$ cat src/rtl/load_store_unit_if.sv
// Core request/response and DataMemory control bundle for the load/store unit.
// The slave modport is the LSU; master is the environment (core plus DataMemory).
interface load_store_unit_if #(
    parameter int WIDTH = 32,
    parameter int DEPTH = 12
);
    logic             req_valid;
    logic             req_ready;
    logic             req_write;
    logic [1:0]       req_size;
    logic             req_unsigned;
    logic [DEPTH-1:0] req_addr;
    logic [WIDTH-1:0] req_wdata;
    logic             resp_valid;
    logic [WIDTH-1:0] resp_rdata;
    logic             resp_err;
    logic             MemWrite;
    logic             MemRead;
    logic             one_byte;
    logic             two_byte;
    logic             four_bytes;
    logic             unsigned_load;
    logic [DEPTH-1:0] Address;
    logic [WIDTH-1:0] WriteData;
    logic [WIDTH-1:0] ReadData;

    modport slave (
        input  req_valid, req_write, req_size, req_unsigned, req_addr, req_wdata, ReadData,
        output req_ready, resp_valid, resp_rdata, resp_err,
        output MemWrite, MemRead, one_byte, two_byte, four_bytes, unsigned_load, Address, WriteData
    );

    modport master (
        output req_valid, req_write, req_size, req_unsigned, req_addr, req_wdata, ReadData,
        input  req_ready, resp_valid, resp_rdata, resp_err,
        input  MemWrite, MemRead, one_byte, two_byte, four_bytes, unsigned_load, Address, WriteData
    );
endinterface

$ cat src/rtl/load_store_unit.sv
// Load/store unit: one request at a time into DataMemory; misaligned halfwords and words
// are split into byte beats, reassembled little-endian and extended.
module load_store_unit #(
    parameter int WIDTH = 32,
    parameter int DEPTH = 12
) (
    input logic              clk,
    input logic              rst,
    load_store_unit_if.slave bus
);

    localparam int AW = DEPTH + 1;

    typedef enum logic [1:0] {IDLE, ISSUE, WAIT, DONE} state_e;

    typedef struct packed {
        logic             write;
        logic [1:0]       size;
        logic             uns;
        logic [DEPTH-1:0] addr;
        logic [WIDTH-1:0] wdata;
        logic             split;
        logic [1:0]       last_beat;
        logic             err;
    } req_t;

    typedef struct packed {
        logic             write;
        logic             read;
        logic             one;
        logic             two;
        logic             four;
        logic             uns;
        logic [DEPTH-1:0] addr;
        logic [WIDTH-1:0] wdata;
    } mem_t;

    state_e           state_q, state_d;
    req_t             req_q, req_d, req_in;
    mem_t             mem_q, mem_d;
    logic [1:0]       beat_q, beat_d;
    logic [WIDTH-1:0] acc_q, acc_d;
    logic [WIDTH-1:0] rdata_q, rdata_d;
    logic [AW-1:0]    span, end_addr;
    logic             aligned;

    // Decode the incoming request; the end-address check carries one extra bit so it cannot wrap.
    always_comb begin
        // NOTE: every variable written here gets a default first, so no path can infer a latch.
        span = '0;
        case (bus.req_size)
            2'd0:    span = '0;
            2'd1:    span = AW'(1);
            default: span = AW'(3);
        endcase
        end_addr = {1'b0, bus.req_addr} + span;
        aligned  = (bus.req_size == 2'd0)
                || (bus.req_size == 2'd1 && !bus.req_addr[0])
                || (bus.req_size[1] && bus.req_addr[1:0] == 2'b00);

        req_in           = '0;
        req_in.write     = bus.req_write;
        req_in.size      = bus.req_size;
        req_in.uns       = bus.req_unsigned;
        req_in.addr      = bus.req_addr;
        req_in.wdata     = bus.req_wdata;
        req_in.split     = !aligned;
        req_in.last_beat = aligned ? 2'd0 : ((bus.req_size == 2'd1) ? 2'd1 : 2'd3);
        req_in.err       = end_addr[DEPTH];
    end

    always_comb begin
        state_d = state_q;
        req_d   = req_q;
        beat_d  = beat_q;
        acc_d   = acc_q;
        rdata_d = rdata_q;
        mem_d   = '0;

        case (state_q)
            IDLE: begin
                if (bus.req_valid) begin
                    req_d  = req_in;
                    beat_d = '0;
                    acc_d  = '0;
                    if (req_in.err) begin
                        state_d = DONE;
                        rdata_d = '0;
                    end else begin
                        state_d = ISSUE;
                    end
                end
            end
            ISSUE: begin
                if (!req_q.write) begin
                    state_d = WAIT;
                end else if (beat_q == req_q.last_beat) begin
                    state_d = DONE;
                    rdata_d = '0;
                end else begin
                    beat_d  = beat_q + 2'd1;
                    state_d = ISSUE;
                end
            end
            WAIT: begin
                if (req_q.split) begin
                    acc_d[{beat_q, 3'b000} +: 8] = bus.ReadData[7:0];
                end else begin
                    acc_d = bus.ReadData;
                end
                if (beat_q == req_q.last_beat) begin
                    state_d = DONE;
                    // Split halfwords were fetched zero-extended per byte; extend here instead.
                    if (req_q.split && req_q.size == 2'd1) begin
                        rdata_d = {{(WIDTH-16){~req_q.uns & acc_d[15]}}, acc_d[15:0]};
                    end else begin
                        rdata_d = acc_d;
                    end
                end else begin
                    beat_d  = beat_q + 2'd1;
                    state_d = ISSUE;
                end
            end
            DONE:    state_d = IDLE;
            default: state_d = IDLE;
        endcase

        // Memory controls are registered: load the beat that the next ISSUE cycle presents.
        if (state_d == ISSUE) begin
            mem_d.write = req_d.write;
            mem_d.read  = !req_d.write;
            if (req_d.split) begin
                mem_d.one   = 1'b1;
                mem_d.uns   = 1'b1;
                mem_d.addr  = req_d.addr + DEPTH'(beat_d);
                mem_d.wdata = {{(WIDTH-8){1'b0}}, req_d.wdata[{beat_d, 3'b000} +: 8]};
            end else begin
                mem_d.one   = (req_d.size == 2'd0);
                mem_d.two   = (req_d.size == 2'd1);
                mem_d.four  = req_d.size[1];
                mem_d.uns   = req_d.uns;
                mem_d.addr  = req_d.addr;
                mem_d.wdata = req_d.wdata;
            end
        end
    end

    always_ff @(posedge clk) begin
        if (rst) begin
            state_q <= IDLE;
            req_q   <= '0;
            mem_q   <= '0;
            beat_q  <= '0;
            acc_q   <= '0;
            rdata_q <= '0;
        end else begin
            // NOTE: non-blocking assignments so every flop samples the pre-edge values.
            state_q <= state_d;
            req_q   <= req_d;
            mem_q   <= mem_d;
            beat_q  <= beat_d;
            acc_q   <= acc_d;
            rdata_q <= rdata_d;
        end
    end

    assign bus.req_ready     = (state_q == IDLE);
    assign bus.resp_valid    = (state_q == DONE);
    assign bus.resp_err      = (state_q == DONE) && req_q.err;
    assign bus.resp_rdata    = rdata_q;
    assign bus.MemWrite      = mem_q.write;
    assign bus.MemRead       = mem_q.read;
    assign bus.one_byte      = mem_q.one;
    assign bus.two_byte      = mem_q.two;
    assign bus.four_bytes    = mem_q.four;
    assign bus.unsigned_load = mem_q.uns;
    assign bus.Address       = mem_q.addr;
    assign bus.WriteData     = mem_q.wdata;

endmodule
$ cat src/flat_wrapper.sv
// flat-port wrapper written by rule: the top's interface ports become plain ports
module load_store_unit_flat 
#(
    parameter int WIDTH = 32,
    parameter int DEPTH = 12
)
  (clk, rst, bus_req_valid, bus_req_write, bus_req_size, bus_req_unsigned, bus_req_addr, bus_req_wdata, bus_ReadData, bus_req_ready, bus_resp_valid, bus_resp_rdata, bus_resp_err, bus_MemWrite, bus_MemRead, bus_one_byte, bus_two_byte, bus_four_bytes, bus_unsigned_load, bus_Address, bus_WriteData);
  load_store_unit_if #(.WIDTH(WIDTH), .DEPTH(DEPTH)) bus_i ();
  input logic clk;
  input logic rst;
  input wire logic [$bits(bus_i.req_valid)-1:0] bus_req_valid;
  input wire logic [$bits(bus_i.req_write)-1:0] bus_req_write;
  input wire logic [$bits(bus_i.req_size)-1:0] bus_req_size;
  input wire logic [$bits(bus_i.req_unsigned)-1:0] bus_req_unsigned;
  input wire logic [$bits(bus_i.req_addr)-1:0] bus_req_addr;
  input wire logic [$bits(bus_i.req_wdata)-1:0] bus_req_wdata;
  input wire logic [$bits(bus_i.ReadData)-1:0] bus_ReadData;
  output wire logic [$bits(bus_i.req_ready)-1:0] bus_req_ready;
  output wire logic [$bits(bus_i.resp_valid)-1:0] bus_resp_valid;
  output wire logic [$bits(bus_i.resp_rdata)-1:0] bus_resp_rdata;
  output wire logic [$bits(bus_i.resp_err)-1:0] bus_resp_err;
  output wire logic [$bits(bus_i.MemWrite)-1:0] bus_MemWrite;
  output wire logic [$bits(bus_i.MemRead)-1:0] bus_MemRead;
  output wire logic [$bits(bus_i.one_byte)-1:0] bus_one_byte;
  output wire logic [$bits(bus_i.two_byte)-1:0] bus_two_byte;
  output wire logic [$bits(bus_i.four_bytes)-1:0] bus_four_bytes;
  output wire logic [$bits(bus_i.unsigned_load)-1:0] bus_unsigned_load;
  output wire logic [$bits(bus_i.Address)-1:0] bus_Address;
  output wire logic [$bits(bus_i.WriteData)-1:0] bus_WriteData;
  assign bus_i.req_valid = bus_req_valid;
  assign bus_i.req_write = bus_req_write;
  assign bus_i.req_size = bus_req_size;
  assign bus_i.req_unsigned = bus_req_unsigned;
  assign bus_i.req_addr = bus_req_addr;
  assign bus_i.req_wdata = bus_req_wdata;
  assign bus_i.ReadData = bus_ReadData;
  assign bus_req_ready = bus_i.req_ready;
  assign bus_resp_valid = bus_i.resp_valid;
  assign bus_resp_rdata = bus_i.resp_rdata;
  assign bus_resp_err = bus_i.resp_err;
  assign bus_MemWrite = bus_i.MemWrite;
  assign bus_MemRead = bus_i.MemRead;
  assign bus_one_byte = bus_i.one_byte;
  assign bus_two_byte = bus_i.two_byte;
  assign bus_four_bytes = bus_i.four_bytes;
  assign bus_unsigned_load = bus_i.unsigned_load;
  assign bus_Address = bus_i.Address;
  assign bus_WriteData = bus_i.WriteData;
  load_store_unit #(.WIDTH(WIDTH), .DEPTH(DEPTH)) u_core (.clk(clk), .rst(rst), .bus(bus_i));
endmodule
$ cat config.mk
export PLATFORM = sky130hd
export DESIGN_NAME = load_store_unit_flat
export DESIGN_NICKNAME = d
export VERILOG_FILES = /design/src/rtl/load_store_unit_if.sv /design/src/rtl/load_store_unit.sv /design/src/flat_wrapper.sv
export SDC_FILE = /design/constraint.sdc
export NUM_CORES = 1
export LEC_CHECK = 0
export ABC_AREA = 0
export BUFFER_PORTS_ARGS = -buffer_cell sky130_fd_sc_hd__buf_2
export CAP_MARGIN = 10
export CORE_ASPECT_RATIO = 0.5
export CORE_MARGIN = 2
export CORE_UTILIZATION = 50
export CTS_BUF_LIST = sky130_fd_sc_hd__clkbuf_4 sky130_fd_sc_hd__clkbuf_8
export CTS_CLUSTER_DIAMETER = 80
export DETAILED_ROUTE_END_ITERATION = 8
export PLACE_DENSITY = 0.78
export RECOVER_POWER = 25
export SYNTH_ARGS = -nofsm -noshare
export SYNTH_HDL_FRONTEND = slang
export SYNTH_SLANG_ARGS = --single-unit
export TNS_END_PERCENT = 50
$ cat constraint.sdc
create_clock -name clk -period 3.5 [get_ports clk]
set_clock_uncertainty 0.1 [all_clocks]
set_input_delay 0 -clock clk [delete_from_list [all_inputs] [get_ports clk]]
set_output_delay 0 -clock clk [all_outputs]
set_load 0.01 [all_outputs]
# Word level (Yosys, flattened, before mapping)
# Index checks and enable logic that the tools add are counted.
[word_totals] in_bits=83 ff_bits=170 output_inout_bits=85 wordCells=92
[classes] n_reduce_logical=20 shift=3 n_mux=28 n_addsub=4 n_eq_ne=13 n_bitwise=3
[op_table] cell="$mux W32" count=9
[op_table] cell="$mux W52" count=2
[op_table] cell="$pmux W32 S3" count=1
[op_table] cell="$pmux W32 S2" count=1
[op_table] cell="$mux W45" count=1
[op_table] cell="$bwmux W32" count=1
[op_table] cell="$shift A8 B7 Y32 const A" count=1
[op_table] cell="$shiftx A32 B6 Y8" count=1
[op_table] cell="$shiftx A8 B7 Y32" count=1
[op_table] cell="$mux W2" count=9
[op_table] cell="$add A12 B2 Y13" count=1
[op_table] cell="$add A12 B2 Y12" count=1
[op_table] cell="$eq A2 B1 Y1 const B" count=5
[op_table] cell="$logic_not A2 Y1" count=4
[op_table] cell="$ne A2 B1 Y1 const B" count=4
[op_table] cell="$pmux W2 S4" count=1
[op_table] cell="$neg A5 Y7" count=1
[op_table] cell="$pmux W2 S3" count=1
[op_table] cell="$reduce_and A6 Y1" count=1
[op_table] cell="$eq A2 B2 Y1 const B" count=2
[op_table] cell="$logic_and A1 B1 Y1" count=4
[op_table] cell="$pmux W2 S2" count=1
[op_table] cell="$reduce_and A2 Y1" count=2
[op_table] cell="$logic_not A1 Y1" count=3
[op_table] cell="other kinds (11)" count=13

# Depth between registers and ports, before layout
[depth] word_depth=9 depth_mapped=16 ltp_nobuf=12

# Worst setup path after synthesis
# Ideal clock, no wire load.
[synth_timing] path_type="register -> register" start="register u_core.beat_q[0]" end="register u_core.mem_q, in the netlist u_core.bus.Address[10]" required_time_ps=3274 path_buffers=4 slack_ps=178 arrival_time_ps=3095 synth_period_minus_slack_ps=3322 stages_incl_launch_ff=17 setup_time_ps=126 path_cell_list="dfxtp_1 -> buf_2 -> inv_1 -> ha_1 -> clkbuf_1 -> and3_1 -> a221oi_1 -> a32oi_2 -> buf_6 -> nor2_2 -> buf_6 -> xnor2_1 -> ha_1 -> o211ai_1 -> a31o_2 -> nor3_1 -> nor3_1"
[synth_via] elab_chain_len=7 elab_cells_between_ends=14 cone_classes="add/sub: 2; eq/ne: 2; mux: 8; bitwise: 1; reduce/logical: 1"
[synth_rtl] element="from (decl)" line_no="load_store_unit.sv:41" rtl="logic [1:0] beat_q, beat_d;"
[synth_rtl] element="from (signal assigned)" line_no="load_store_unit.sv:161" rtl="beat_q <= beat_d;"
[synth_rtl] element="branches (longest 7 deep; another with $add A12 B2 Y12)"
[synth_rtl] element="to (signal assigned)" line_no="load_store_unit.sv:160" rtl="mem_q <= mem_d;"
[synth_rtl] element="to (decl)" line_no="load_store_unit.sv:40" rtl="mem_t mem_q, mem_d;"
# Several ways; the timed one is not identified.
# A chain may end at the register's enable or synchronous reset.

# Worst setup path after layout
[layout_timing] start="register u_core.beat_q[1]" end="register u_core.mem_q, in the netlist u_core.bus.Address[10]"
# Same word-level chain as after synthesis.

==> flow_summary.ini <==
[routing]
drt_iter0_drc = 522
first_pass_iters = 6
dr_total_vias = 6765
ant_nets = 0
finalWirelength_um = 20400
route.detailed.drc = 0
via_per_inst = 5.36
avgRoutedWirePerCell_um = 16.2

[grt]
grt_max_degree = 54
grt_first_pass_wirelength_um = 33100
grt_usage = 0.259
overflow = 0
grt_pass1_vias = 6776
antenna_found_initial = 0

[floorplan]
dieWidth_um = 175
core_region_area_um2 = 14400
io_pins = 168
start_util = 0.510
die_y_um = 89.7
dieArea_um2 = 15700
row_count = 31

[place]
place_congestion = 0.885
hpwl_um = 13200
io_buffers = 167
post-place-ws_ns = 0.263

[setup_path]
critPathCaptureType = flop
critical_path_required_ns = 3.74
reg2reg_from = u_core.beat_q[1]$_SDFF_PP0_
r2r_cells = 12
start_kind = flop
critPathKind = flop to flop
worstPathArrival_ns = 3.54
startpoint = u_core.beat_q[1]$_SDFF_PP0_
path_max_fanout = 9
r2r_slack_ns = 0.20
r2r_end = u_core.bus.Address[10]$_SDFF_PP0_

[cells_and_area]
fillers = 1181
syn_to_final_growth_pct = 27.9
nets = 1143
layout-drive-gt1-share = 0.165
antenna_cells = 0

[logic_synthesis]
synth.most_common_cell = dfxtp_1
syn_inst = 830
synth_edf_count = 0
ys_types = 65
synth_top_area_frac = 0.463
synth.area.top_cells = dfxtp_1 (46%), mux2i_1 (9.1%), nor2_1 (7.7%)
synth.cell_area_um2 = 7350
ys_top_cells_by_count = dfxtp_1 (170), nor2_1 (151), nand2_1 (76)
syn-num-nets = 921
ys_seq_area_frac = 0.463
synth_ff_type = dfxtp_1
synth_warnings = 0
synth_area_per_cell_um2 = 8.85
synth_area_leader_cell = dfxtp_1
ys_ff_latch = 170
async_reset_ff_frac = 0

[worst_hold_path]
min_to = u_core.acc_q[12]$_SDFFE_PP0P_
min_from = bus_ReadData[4]
hp-class = input port to flop
holdPathStages = 5

[clock_network]
clock_sinks = 170
htreeDepth = 4
cts_tree = done
cts_buffers = 17
clock_latency_ns = 0.46
clockBufferDepth = 2
cts_root_buffer = clkbuf_8
cts.clk_slew.worst_paths_ns = 0.10
cts_hold_buf = 80
post_cts_resized = 0
post-cts-setup-buffers = 0

[sta]
maxSlewViolCount = 0
max_slew_margin = 0.539
tightest_slew_ns = 0.688
grt_setup_unrepaired = false
setup_viol = 0
tns_ns = 0
final.setup.worst_slack_ns = 0.202
fin_crit_sh = 0.942
fin_crit_ns = 3.30
hold_viol_final = 0
max_freq_ghz = 0.303

[run_status]
status = finished clean

[pwr]
p_per_area_nw_per_um2 = 460
p_leak_nw = 3.86
ir_drop_v = 0.000272

[job]
max_cap_violations = 0
==> report_power, final <==
part | total, W | switching (W) | internal [W]
Sequential | 0.00209 | 0.0000492 | 0.00204
Clock | 0.00136 | 0.000824 | 0.000531
Combinational | 0.000876 | 0.000522 | 0.000354
==> how the worst max path moves through the flow <==
| stage | endpoint | slack, ns | depth (start not counted) |
|---|---|---|---|
| after floorplan | u_core.bus.Address[10]$_SDFF_PP0_ | 0.18 | 16 |
| after global placement | u_core.bus.Address[10]$_SDFF_PP0_ | 0.48 | 12 |
| after detailed placement | u_core.bus.Address[10]$_SDFF_PP0_ | 0.26 | 12 |
| after CTS | u_core.bus.Address[10]$_SDFF_PP0_ | 0.25 | 12 |
| after global routing | u_core.bus.Address[6]$_SDFF_PP0_ | 0.01 | 12 |
| final | u_core.bus.Address[10]$_SDFF_PP0_ | 0.20 | 12 |
==> per-layer routing <==
metal | part of all wire | wire (µm) | up-vias | global-route usage
met5 | 0 | 0 | - | 0
met4 | 0.025 | 507 | 0 | 0.104
met3 | 0.061 | 1250 | 48 | 0.0525
met2 | 0.48 | 9750 | 221 | 0.446
met1 | 0.44 | 8940 | 3174 | 0.318
li1 | - | - | 3322 | -
==> stage by stage <==
step	cells	hold slack (ns)	power [W]	instance area, µm²	util
global placement	1151	0.170	0.00291	8280	0.576
global route	1263	0.0299	0.00451	9390	0.653
finish	1263	0.0115	0.00432	9390	0.653
CTS	1263	0.000740	0.00433	9470	0.658
detailed placement	1151	0.177	0.00293	8280	0.576
floorplan	830	0.0360	0.00269	7350	-
==> layout by cell type (no fill, tap or decap), types with 3 or more instances in the layout <==
cell type	instances
a211oi_1	21
a21oi_1	53
a22o_1	17
a22oi_1	8
and2_1	4
and3_1	4
buf_2	103
buf_4	19
clkbuf_1	63
clkbuf_8	17
clkinvlp_4	4
dfxtp_1	170
dlygate4sd3_1	80
ha_1	8
inv_1	6
inv_8	5
mux2_1	7
mux2_2	3
mux2i_1	67
nand2_1	76
nand2b_1	4
nand3_1	26
nand4_1	3
nor2_1	151
nor2b_1	30
nor3_1	8
o211ai_1	11
o21a_1	21
o21ai_0	19
or2_2	3
xnor2_1	3
==> cell type report <==
type                            instances  area, µm²  area share
Timing Repair Buffer                  265       1700       0.180
Multi-Input combinational cell        592       3640       0.387
Clock buffer                           17        234      0.0249
Tap cell                              198        248      0.0264
Clock inverter                         15        154      0.0164
Inverter                                6       22.5     0.00240
Sequential cell                       170       3400       0.362
==> kinds of logic (layout without fill, tap and decap cells) <==
| kind of cell | Yosys count | count (layout) | synth area share |
|---|---|---|---|
| and+or+nand+nor | 325 | 325 | 0.201 |
| xor gates and xnor gates | 5 | 5 | 0.00698 |
| buffers and inverters | 68 | 303 | 0.0424 |
| muxes | 77 | 77 | 0.107 |
| AOI/OAI and AO/OA | 177 | 177 | 0.166 |
| adders and majority gates | 8 | 8 | 0.0136 |
| DFF | 170 | 170 | 0.463 |
==> critical path, cell delays in order (launching register included) <==
cell and delay [ns]:
dfxtp_1 0.49, inv_1 0.14, ha_1 0.41, and3_1 0.23
a221oi_1 0.43, a32oi_2 0.14, nor2_2 0.19, xnor2_1 0.14
ha_1 0.20, o211ai_1 0.12, a31o_2 0.31, nor3_1 0.20
nor3_1 0.07
==> sequential cells by signal (all words and copies together) (netlist names) <==
signal                    cells
u_core.acc_q                 32
u_core.beat_q                 2
u_core.bus.Address           12
u_core.bus.MemRead            1
u_core.bus.MemWrite           1
u_core.bus.WriteData         32
u_core.bus.four_bytes         1
u_core.bus.one_byte           1
u_core.bus.resp_rdata        32
u_core.bus.two_byte           1
u_core.bus.unsigned_load      1
u_core.req_q                 52
u_core.state_q                2
No activity file was read; power rests on OpenSTA's default activity.
